==> src/rtl/risc_pkg.sv <==
// Shared types and constants for the fetch stage: address/instruction widths,
// the fetch FSM state encoding and the PC incrementer.
package risc_pkg;

  localparam int ADDR_W = 10;
  localparam int INST_W = 32;

  localparam logic [INST_W-1:0] NOP_INST = 32'h0;

  typedef enum logic [1:0] {
    ST_REQ   = 2'd0,
    ST_HOLD  = 2'd1,
    ST_DRAIN = 2'd2
  } fetch_state_e;

  // Word-address increment; wraps modulo 2**ADDR_W with no carry out.
  function automatic logic [ADDR_W-1:0] pc_inc(input logic [ADDR_W-1:0] pc);
    return pc + ADDR_W'(1);
  endfunction

endpackage

==> src/rtl/inst_fetch_if.sv <==
// Instruction-memory request/ack channel between the fetch stage (master)
// and the instruction memory (slave).
interface inst_fetch_if;
  import risc_pkg::*;

  logic              imem_req;
  logic [ADDR_W-1:0] imem_addr;
  logic              imem_ack;
  logic [INST_W-1:0] imem_data;

  modport master (output imem_req, imem_addr, input imem_ack, imem_data);
  modport slave  (input imem_req, imem_addr, output imem_ack, imem_data);

endinterface

==> src/rtl/inst_fetch.sv <==
// Instruction fetch stage: one outstanding request, redirect handling and an
// output hold register. Optional stall counter under INST_FETCH_PERF_EN.
module inst_fetch
  import risc_pkg::*;
#(
  parameter logic [ADDR_W-1:0] RESET_PC = 10'd0
) (
  input  logic              clk,
  input  logic              reset,
  inst_fetch_if.master      imem,
  input  logic              redirect,
  input  logic [ADDR_W-1:0] redirect_pc,
  output logic [INST_W-1:0] instOut,
  output logic [ADDR_W-1:0] NPCOut,
  output logic              out_valid,
  input  logic              out_ready
`ifdef INST_FETCH_PERF_EN
  ,
  output logic [15:0]       stall_cycles
`endif
);

  fetch_state_e      state_q, state_d;
  logic [ADDR_W-1:0] pc_q, pc_d;
  logic [ADDR_W-1:0] stale_q, stale_d;
  logic              armed_q;
  logic              capture;

  // armed_q keeps imem_req low in the first cycle after reset release, so a
  // late ack belonging to an abandoned request is never consumed.
  assign imem.imem_req  = armed_q && (state_q != ST_HOLD);
  assign imem.imem_addr = (state_q == ST_DRAIN) ? stale_q : pc_q;
  assign out_valid      = (state_q == ST_HOLD);

  // NOTE: every signal written here gets a default first, so no path can
  // leave it unassigned and infer a latch.
  always_comb begin
    state_d = state_q;
    pc_d    = pc_q;
    stale_d = stale_q;
    capture = 1'b0;
    unique case (state_q)
      ST_REQ: begin
        if (armed_q) begin
          if (redirect) begin
            pc_d = redirect_pc;
            if (!imem.imem_ack) begin
              state_d = ST_DRAIN;
              stale_d = pc_q;
            end
          end else if (imem.imem_ack) begin
            capture = 1'b1;
            pc_d    = pc_inc(pc_q);
            state_d = ST_HOLD;
          end
        end
      end
      ST_HOLD: begin
        if (redirect) begin
          pc_d    = redirect_pc;
          state_d = ST_REQ;
        end else if (out_ready) begin
          state_d = ST_REQ;
        end
      end
      ST_DRAIN: begin
        if (redirect) pc_d = redirect_pc;
        if (imem.imem_ack) state_d = ST_REQ;
      end
      default: state_d = ST_REQ;
    endcase
  end

  // NOTE: sequential state uses non-blocking assignments so every register
  // samples pre-edge values regardless of statement order.
  always_ff @(posedge clk or negedge reset) begin
    if (!reset) begin
      state_q <= ST_REQ;
      pc_q    <= RESET_PC;
      stale_q <= RESET_PC;
      armed_q <= 1'b0;
      instOut <= NOP_INST;
      NPCOut  <= '0;
    end else begin
      state_q <= state_d;
      pc_q    <= pc_d;
      stale_q <= stale_d;
      armed_q <= 1'b1;
      if (capture) begin
        instOut <= imem.imem_data;
        NPCOut  <= pc_d;
      end
    end
  end

`ifdef INST_FETCH_PERF_EN
  always_ff @(posedge clk or negedge reset) begin
    if (!reset) begin
      stall_cycles <= '0;
    end else if (state_q == ST_HOLD && !out_ready && stall_cycles != 16'hFFFF) begin
      stall_cycles <= stall_cycles + 16'd1;
    end
  end
`endif

endmodule

==> src/flat_wrapper.sv <==
// flat-port wrapper written by rule: the top's interface ports become plain ports
module inst_fetch_flat import risc_pkg::*;
#(
  parameter logic [ADDR_W-1:0] RESET_PC = 10'd0
)
  (clk, reset, redirect, redirect_pc, instOut, NPCOut, out_valid, out_ready, imem_imem_req, imem_imem_addr, imem_imem_ack, imem_imem_data);
  inst_fetch_if imem_i ();
  input  logic clk;
  input  logic reset;
  input  logic redirect;
  input  logic [ADDR_W-1:0] redirect_pc;
  output logic [INST_W-1:0] instOut;
  output logic [ADDR_W-1:0] NPCOut;
  output logic out_valid;
  input  logic out_ready;
  output wire logic [$bits(imem_i.imem_req)-1:0] imem_imem_req;
  output wire logic [$bits(imem_i.imem_addr)-1:0] imem_imem_addr;
  input wire logic [$bits(imem_i.imem_ack)-1:0] imem_imem_ack;
  input wire logic [$bits(imem_i.imem_data)-1:0] imem_imem_data;
  assign imem_imem_req = imem_i.imem_req;
  assign imem_imem_addr = imem_i.imem_addr;
  assign imem_i.imem_ack = imem_imem_ack;
  assign imem_i.imem_data = imem_imem_data;
  inst_fetch #(.RESET_PC(RESET_PC)) u_core (.clk(clk), .reset(reset), .imem(imem_i), .redirect(redirect), .redirect_pc(redirect_pc), .instOut(instOut), .NPCOut(NPCOut), .out_valid(out_valid), .out_ready(out_ready));
endmodule
==> config.mk <==
export PLATFORM = sky130hd
export DESIGN_NAME = inst_fetch_flat
export DESIGN_NICKNAME = d
export VERILOG_FILES = /design/src/rtl/risc_pkg.sv /design/src/rtl/inst_fetch_if.sv /design/src/rtl/inst_fetch.sv /design/src/flat_wrapper.sv
export SDC_FILE = /design/constraint.sdc
export NUM_CORES = 1
export LEC_CHECK = 0
export CORE_ASPECT_RATIO = 1.75
export CORE_MARGIN = 8
export CORE_UTILIZATION = 31
export CTS_CLUSTER_SIZE = 30
export DETAILED_ROUTE_END_ITERATION = 6
export GPL_ROUTABILITY_DRIVEN = 0
export SYNTH_ARGS = -nofsm -noshare
export SYNTH_HDL_FRONTEND = slang
export SYNTH_SLANG_ARGS = --single-unit
==> constraint.sdc <==
create_clock -name clk -period 3.61 [get_ports clk]
set_input_delay 0.5415 -clock clk [delete_from_list [all_inputs] [get_ports clk]]
set_output_delay 0.5415 -clock clk [all_outputs]
set_load 0.05 [all_outputs]
== Word level (Yosys, flattened, before mapping) ==
Index checks and enable logic that the tools add are counted.

* $add $sub $neg: 1
* $mul: 0
* Div/mod/pow operators: 0
* Order comparisons: 0
* Equal/unequal tests: 8
* Shift operators: 0
* Multiplexer cells: 18
* Bitwise operators: 1
* Reductions and logical operators: 5

{| class="wikitable"
|+ Operators by type and width
! cell !! number
|-
| 2-to-1 mux 10 bit || 5
|-
| case mux 10 bit (2 select lines) || 1
|-
| 2-to-1 mux 2 bit || 7
|-
| adder 10 x 1 -> 10 bit (second input constant) || 1
|-
| inequality test 3 bit (second input constant) || 2
|-
| case mux 2 bit (3 select lines) || 1
|-
| AND reduction 5 bit || 1
|-
| 2-to-1 mux 1 bit || 4
|-
| inequality test 2 x 1 -> 1 bit (second input constant) || 2
|-
| AND reduction 4 bit || 1
|-
| inequality test 3 x 2 -> 1 bit (second input constant) || 1
|-
| == test 2 x 1 -> 1 bit (second input constant) || 1
|-
| == test 2 bit (second input constant) || 1
|-
| zero test 2 bit || 1
|-
| inequality test 2 bit (second input constant) || 1
|-
| OR reduction 2 bit || 1
|-
| logical AND 1 bit || 1
|-
| NOT 1 bit || 1
|}

* Flip-flop bits (word level): 65
* Latch bits: 0
* RAM bits: 0
* Bits in read-only memories: 0
* Output and inout bits: 54
* Memories: 0

== Longest topological paths before layout ==
Gate-level depths: netlist of the first run.

* Depth after elaboration: 5
* Mapped depth: 8

== Least setup slack after synthesis of the first run ==
Ideal clock, no wire load.

* Kind: reg2out
* From: register u_core.state_q[0]
* To: output port imem_imem_addr[6]
* Arrival time: 2051 ps
* Required time: 3069 ps
* Path slack: 1017 ps
* Cell stages (with the launch flop): 5
* Cells stage by stage: dfrtp_1 -> inv_1 -> ha_1 -> clkbuf_1 -> o21ai_0

* Cells in the longest elaborated chain, start to end: 2

{| class="wikitable"
|+ RTL lines
! item !! line !! source
|-
| start, declared || inst_fetch.sv:23 || <nowiki>fetch_state_e state_q, state_d;</nowiki>
|-
| start signal, assigned || inst_fetch.sv:85 || <nowiki>state_q <= state_d;</nowiki>
|-
| == test 2 bit || inst_fetch.sv:32 || <nowiki>assign imem.imem_addr = (state_q == ST_DRAIN) ? stale_q : pc_q;</nowiki>
|-
| 2-to-1 mux 10 bit || inst_fetch.sv:32 ||
|-
| end, declared || flat_wrapper.sv:17 || <nowiki>output wire logic [$bits(imem_i.imem_addr)-1:0] imem_imem_addr;</nowiki>
|}

Every way passes these cells.

== Worst setup path after layout of the first run ==
* From: register u_core.state_q[0]
* To: output port imem_imem_addr[4]

The elaborated chain is that of the path after synthesis.

==> impl_metrics.tcl, run 1 <==
set metrics [dict create \
    outcome "completed" \
    synthesis.nets 383 \
    post-route-min-period_ps 3100 \
    cts_resized 0 \
    comb_power_share_pct 55.1 \
    power.leakage_nw 2.01 \
    htree_num_levels 3 \
    final_common_cell "nand2_1" \
    fin_crit_sh_pct 86.0 \
    synthCells 331 \
    worst_setup_path_end_kind "output port" \
    grt_pass1_wl_um 15200 \
    rsz0062_at_grt "false" \
    sw_frac_of_total_pct 47.7 \
    dp_hpwl_um 7070 \
    finClkSkew_ps 5.03 \
    wl_per_cell_um 16.9 \
    globalRoute.totalOverflow 0 \
    postCtsSetupRepairBufs 0 \
    clk_pin_slew_ps 50 \
    critical-path-slowest-cell "clkdlybuf4s50_1" \
    p_sw_mw 2.27 \
    drive_above_1_share_pct 11.6 \
    antenna_found_initial 0 \
    floorplan.initialDensity_pct 31.7 \
    tns_ps 0 \
    area_delta_synth_final_pct 44.1 \
    crit_family "buffers and inverters" \
    avgSynthCellArea_sq_um 9.43 \
    wl_um 9390 \
    design.die.area_sq_um 13700 \
    worst_ep_arrival_time_ps 2560 \
    async_flop_share_pct 100 \
    yosysWarnings 0 \
    multi_input_area_sq_um 1390 \
    critPathMaxFanout 14 \
    cts_root_buf "clkbuf_16" \
    internal_power_mw 2.49 \
    io_pins 101 \
    cts_made_buffers 9 \
    vias 2734 \
    viasPerCell 4.91 \
    max_freq_mhz 322 \
    slowest_delay_ps 710 \
    cts.sinks 65 \
    grt_pass1_vias 2906 \
    vdd_drop_max_uv 503 \
    finalSetupViolCount 0 \
    nets 479 \
    syn_area_sq_um 3120 \
    p_total_mw 4.75 \
    drt_first_pass_iters 4 \
    synth.distinct_cells 50 \
    cts_buffer_depth 2 \
    p_seq_share_pct 28.2 \
    drtIter0Drc 145 \
    worst-path-buf-inv 2 \
    startpoint_type "register" \
    mostFrequentLayoutCells "nand2_1 (115), clkdlybuf4s50_1 (99), dfrtp_1 (65)" \
    drv_slew 0 \
    fin_hold_ws_ps 326 \
    fp.dieH_um 149 \
    io_buffer_count 100 \
    clock_latency_ps 320 \
    ff_latch_area_sq_um 1630 \
    synth_enable_flop_cells 0 \
    ys_ff_latch 65 \
    track_usage_pct 14.1 \
    grt_max_degree 43 \
    die_w_um 91.8 \
    drc 0 \
    synth-seq-area-share_pct 52.1 \
    worstPathRequired_ps 3070 \
    hold_class "input pin to asynchronous set/reset pin" \
    coreArea_sq_um 9850 \
    relSlewSlack_pct 42.9 \
    fp-row-count 48 \
    diodes 0 \
    clockPowerShare_pct 16.7 \
    cts_tree "done" \
    postRouteAntennaNets 0 \
    tightest_slew_ps 857 \
    p_per_area_nw_per_um2 1060 \
    critPathKind "register to output port" \
    nFillCells 970 \
    cap_violations 0 \
    cp_cell_sequence "inv_1, ha_1, mux2_2, clkdlybuf4s50_1" \
    synth_flop_cell "dfrtp_1" \
    hold_buffers 0 \
    hold_viol 0 \
]
==> state kept, by name, indices dropped and copies added (netlist names) <==
register,count
u_core.instOut,32
u_core.armed_q,1
u_core.stale_q,10
u_core.NPCOut,10
u_core.pc_q,10
u_core.state_q,2
==> power groups by stage <==
| stage | registers (mW) | clock network [mW] | logic (mW) |
|---|---|---|---|
| floorplan | 2.06 | 0 | 1.00 |
| global placement | 1.34 | 0 | 2.62 |
| detailed placement | 1.35 | 0 | 2.65 |
| CTS | 1.34 | 0.818 | 2.65 |
| global route | 1.40 | 0.847 | 2.78 |
| finish | 1.34 | 0.794 | 2.62 |
==> cells by family after synthesis <==
kind of cell	after synthesis	synth area share, %
AOI/OAI and AO/OA	54	11.8
other	1	0.120
buffers and inverters	25	3.41
DFF	65	52.1
muxes	25	9.02
xor gates and xnor gates	1	0.281
adders and majority gates	5	2.00
and+or+nand+nor	155	21.3
==> cell usage after synthesis, drive strengths merged (2+ instances only) <==
| master | count | area [sq um] |
|---|---|---|
| nand2 | 115 | 432 |
| dfrtp | 65 | 1630 |
| mux2 | 25 | 282 |
| o21ai | 22 | 110 |
| clkbuf | 12 | 46.3 |
| nor2 | 11 | 41.3 |
| buf | 7 | 37.5 |
| nand3 | 7 | 40.0 |
| inv | 6 | 22.5 |
| a221oi | 5 | 43.8 |
| ha | 5 | 62.6 |
| nor2b | 5 | 31.3 |
| nand4 | 4 | 31.3 |
| a21oi | 3 | 15.0 |
| o31ai | 3 | 22.5 |
| a22o | 2 | 17.5 |
| a32oi | 2 | 17.5 |
| nand2b | 2 | 12.5 |
| nor3 | 2 | 10.0 |
| o211ai | 2 | 15.0 |
| o21a | 2 | 15.0 |
| or2 | 2 | 12.5 |
| or3 | 2 | 12.5 |
==> cell type report <==
| class | count | area share (%) |
|---|---|---|
| clock buffers | 13 | 5.79 |
| inverters | 6 | 0.501 |
| clock inverters | 3 | 0.334 |
| well taps | 125 | 3.48 |
| multi-input cells | 241 | 30.9 |
| flip-flops and latches | 65 | 36.2 |
| repair buffers | 104 | 22.8 |
==> path summary, 6_finish.rpt <==
check / slack, ps / startpoint / depth (start not counted) / endpoint
max: 510 / u_core.state_q[0] / 4 / imem_imem_addr[4]
min: 330 / reset / 1 / u_core.instOut[2]
max reg2reg: 1440 / u_core.state_q[1] / 7 / u_core.pc_q[0]
min reg2reg: 480 / u_core.instOut[4] / 2 / u_core.instOut[4]
max in group asynchronous: 2390 / reset / 2 / u_core.NPCOut[3]
min in group clk: 480 / u_core.instOut[4] / 2 / u_core.instOut[4]
==> through the flow <==
stage	instance area, sq um	setup slack, ps	cells	utilization, %
after floorplan	3120	1020	331	-
after global placement	4220	784	541	42.9
after detailed placement	4220	756	541	42.9
after CTS	4500	449	557	45.7
after global routing	4500	379	557	45.7
final	4500	506	557	45.7
==> metal layers <==
layer / track usage (%) / vias to the layer above / share of wire [%]
met5: 0 / - / 0
met4: 9.49 / 0 / 3.9
met3: 3.79 / 24 / 5.7
met2: 25.1 / 99 / 54
met1: 13.9 / 1298 / 36
li1: - / 1313 / -
(Power assumes the default switching activity.)
==> run 2, diff against run 1 <==
--- a/config.mk
+++ b/config.mk
@@ -8,9 +8,11 @@
 export CORE_ASPECT_RATIO = 1.75
 export CORE_MARGIN = 8
 export CORE_UTILIZATION = 31
+export CTS_CLUSTER_DIAMETER = 80
 export CTS_CLUSTER_SIZE = 30
 export DETAILED_ROUTE_END_ITERATION = 6
 export GPL_ROUTABILITY_DRIVEN = 0
+export GPL_TIMING_DRIVEN = 1
 export SYNTH_ARGS = -nofsm -noshare
 export SYNTH_HDL_FRONTEND = slang
 export SYNTH_SLANG_ARGS = --single-unit
==> results of run 2 <==
No change in the layout: final DEF, timing and power equal those of run 1.
==> run 3, diff against run 2 <==
==> constraint.sdc (replaced) <==
create_clock -name clk -period 3.8 [get_ports clk]
set_input_delay 0.57 -clock clk [delete_from_list [all_inputs] [get_ports clk]]
set_output_delay 0.57 -clock clk [all_outputs]
set_load 0.05 [all_outputs]
==> run 3 against run 2 <==
Setup slack gained 160 ps. Highest routed layer unchanged. Core utilization shrank 0.076 points. Largest cell class unchanged. Cell area fell by 0.17%.
==> impl_metrics.tcl, run 3 (same netlist as run 1, synthesis figures left out) <==
set metrics [dict create \
    critPathKind "register to output port" \
    p_per_area_nw_per_um2 1010 \
    instances_no_fill 556 \
    drv_slew 0 \
    vdd_drop_max_uv 496 \
    outcome "completed" \
    startpoint_type "register" \
    cts_tree "done" \
    worstPathRequired_ps 3230 \
    finClkSkew_ps 2.12 \
    ff_latch_area_sq_um 1630 \
    dp_cells 540 \
    crit_family "buffers and inverters" \
    internal_power_mw 2.36 \
    clock_latency_ps 320 \
    power.leakage_nw 2.00 \
    area_delta_synth_final_pct 43.9 \
    io_pins 101 \
    nFillCells 989 \
    coreArea_sq_um 9850 \
    drt-met1-wl_um 3370 \
    design_area_sq_um 4490 \
    relSlewSlack_pct 43.4 \
    p_sw_mw 2.16 \
    post-route-util_pct 45.6 \
    tightest_slew_ps 849 \
    critPathMaxFanout 14 \
    postRouteAntennaNets 0 \
    mostFrequentLayoutCells "nand2_1 (115), clkdlybuf4s50_1 (99), dfrtp_1 (65)" \
    cts.sinks 65 \
    worst_ep_arrival_time_ps 2560 \
    io_buffer_count 100 \
    worst_setup_path_end_kind "output port" \
    floorplan.initialDensity_pct 31.7 \
    vias 2708 \
    slowest_delay_ps 710 \
    drc 0 \
    cts_made_buffers 9 \
    dp_hpwl_um 7190 \
    hold_buffers 0 \
    design.die.area_sq_um 13700 \
    highest_layer "met4" \
    fin_crit_sh_pct 82.4 \
    comb_power_share_pct 54.9 \
    largest_reg_flops 32 \
    critical-path-slowest-cell "clkdlybuf4s50_1" \
    wl_um 9490 \
    wl_per_cell_um 17.1 \
    track_usage_pct 14.4 \
    clockPowerShare_pct 16.8 \
    final_common_cell "nand2_1" \
    p_total_mw 4.52 \
    grt_pass1_vias 2939 \
    fp-row-count 48 \
    post-route-min-period_ps 3130 \
    r2r_cells 5 \
    fp.dieH_um 149 \
    grt_max_degree 43 \
    postCtsSetupRepairBufs 0 \
    die_w_um 91.8 \
    tns_ps 0 \
    worst-path-stages 4 \
    hold_viol 0 \
    cts_root_buf "clkbuf_16" \
    cap_violations 0 \
    cts_resized 0 \
    htree_num_levels 3 \
    hold_class "input pin to asynchronous set/reset pin" \
    place_area_sq_um 4210 \
    drt_first_pass_iters 4 \
    grt_pass1_wl_um 15400 \
    antenna_found_initial 0 \
    drive_above_1_share_pct 11.4 \
    diodes 0 \
    rsz0062_at_grt "false" \
    max_freq_mhz 319 \
    cts_buffer_depth 2 \
    wl_met2_um 5210 \
    nets 478 \
    globalRoute.totalOverflow 0 \
    viasPerCell 4.87 \
    multi_input_area_sq_um 1390 \
    sw_frac_of_total_pct 47.8 \
    regMostFlops "u_core.instOut" \
    drtIter0Drc 87 \
    cp_cell_sequence "inv_1, ha_1, mux2_2, clkdlybuf4s50_1" \
    worst-path-buf-inv 2 \
    wl_met3_um 577 \
    finalSetupViolCount 0 \
    clk_pin_slew_ps 50 \
    p_seq_share_pct 28.3 \
]
[run 3: changes by cell type in the layout (fill, tap and decap cells not counted)]
| cell | change |
|---|---|
| buf_4 | -1 |
[run 3: stage by stage]
step	hold slack, ps	worst slack (ps)
floorplan	274	1180
global placement	457	935
detailed placement	461	891
CTS	390	625
global route	426	531
finish	355	668
[run 3: layer usage]
metal,GRT usage [%],vias to the layer above
met1,14.1,1299
met5,0,-
met2,25.9,83
li1,-,1312
met3,4.29,14
met4,9.00,0
[run 3: cell type report]
cell class,instances,share of cell area [%]
inverters,6,0.502
flip-flops and latches,65,36.2
multi-input cells,241,31.0
clock inverters,3,0.334
repair buffers,103,22.7
clock buffers,13,5.80
well taps,125,3.48
[run 3: power by group through the flow]
stage,sequential [mW],combinational [mW],clock (mW)
5_1_grt,1.33,2.65,0.815
3_5_place_dp,1.28,2.52,0
2_1_floorplan,1.96,0.952,0
6_report,1.28,2.48,0.760
4_1_cts,1.28,2.52,0.781
3_3_place_gp,1.27,2.49,0
[run 3: final timing paths]
path / slack (ps) / start / endpoint
max: 670 / u_core.state_q[0] / imem_imem_addr[1]
min: 350 / reset / u_core.instOut[2]
max reg2reg: 1450 / u_core.state_q[1] / u_core.stale_q[2]
min reg2reg: 470 / u_core.instOut[3] / u_core.instOut[3]
max in group asynchronous: 2560 / reset / u_core.stale_q[7]
min in group clk: 470 / u_core.instOut[3] / u_core.instOut[3]
[run 3: worst register-to-register path, delay by kind of cell (launching register included)]
| family | cells | cell delay, ps |
|---|---|---|
| fa+ha+maj | 1 | 260 |
| mux | 1 | 460 |
| flops | 1 | 430 |
| simple gates | 2 | 940 |
| buf+inv | 1 | 130 |
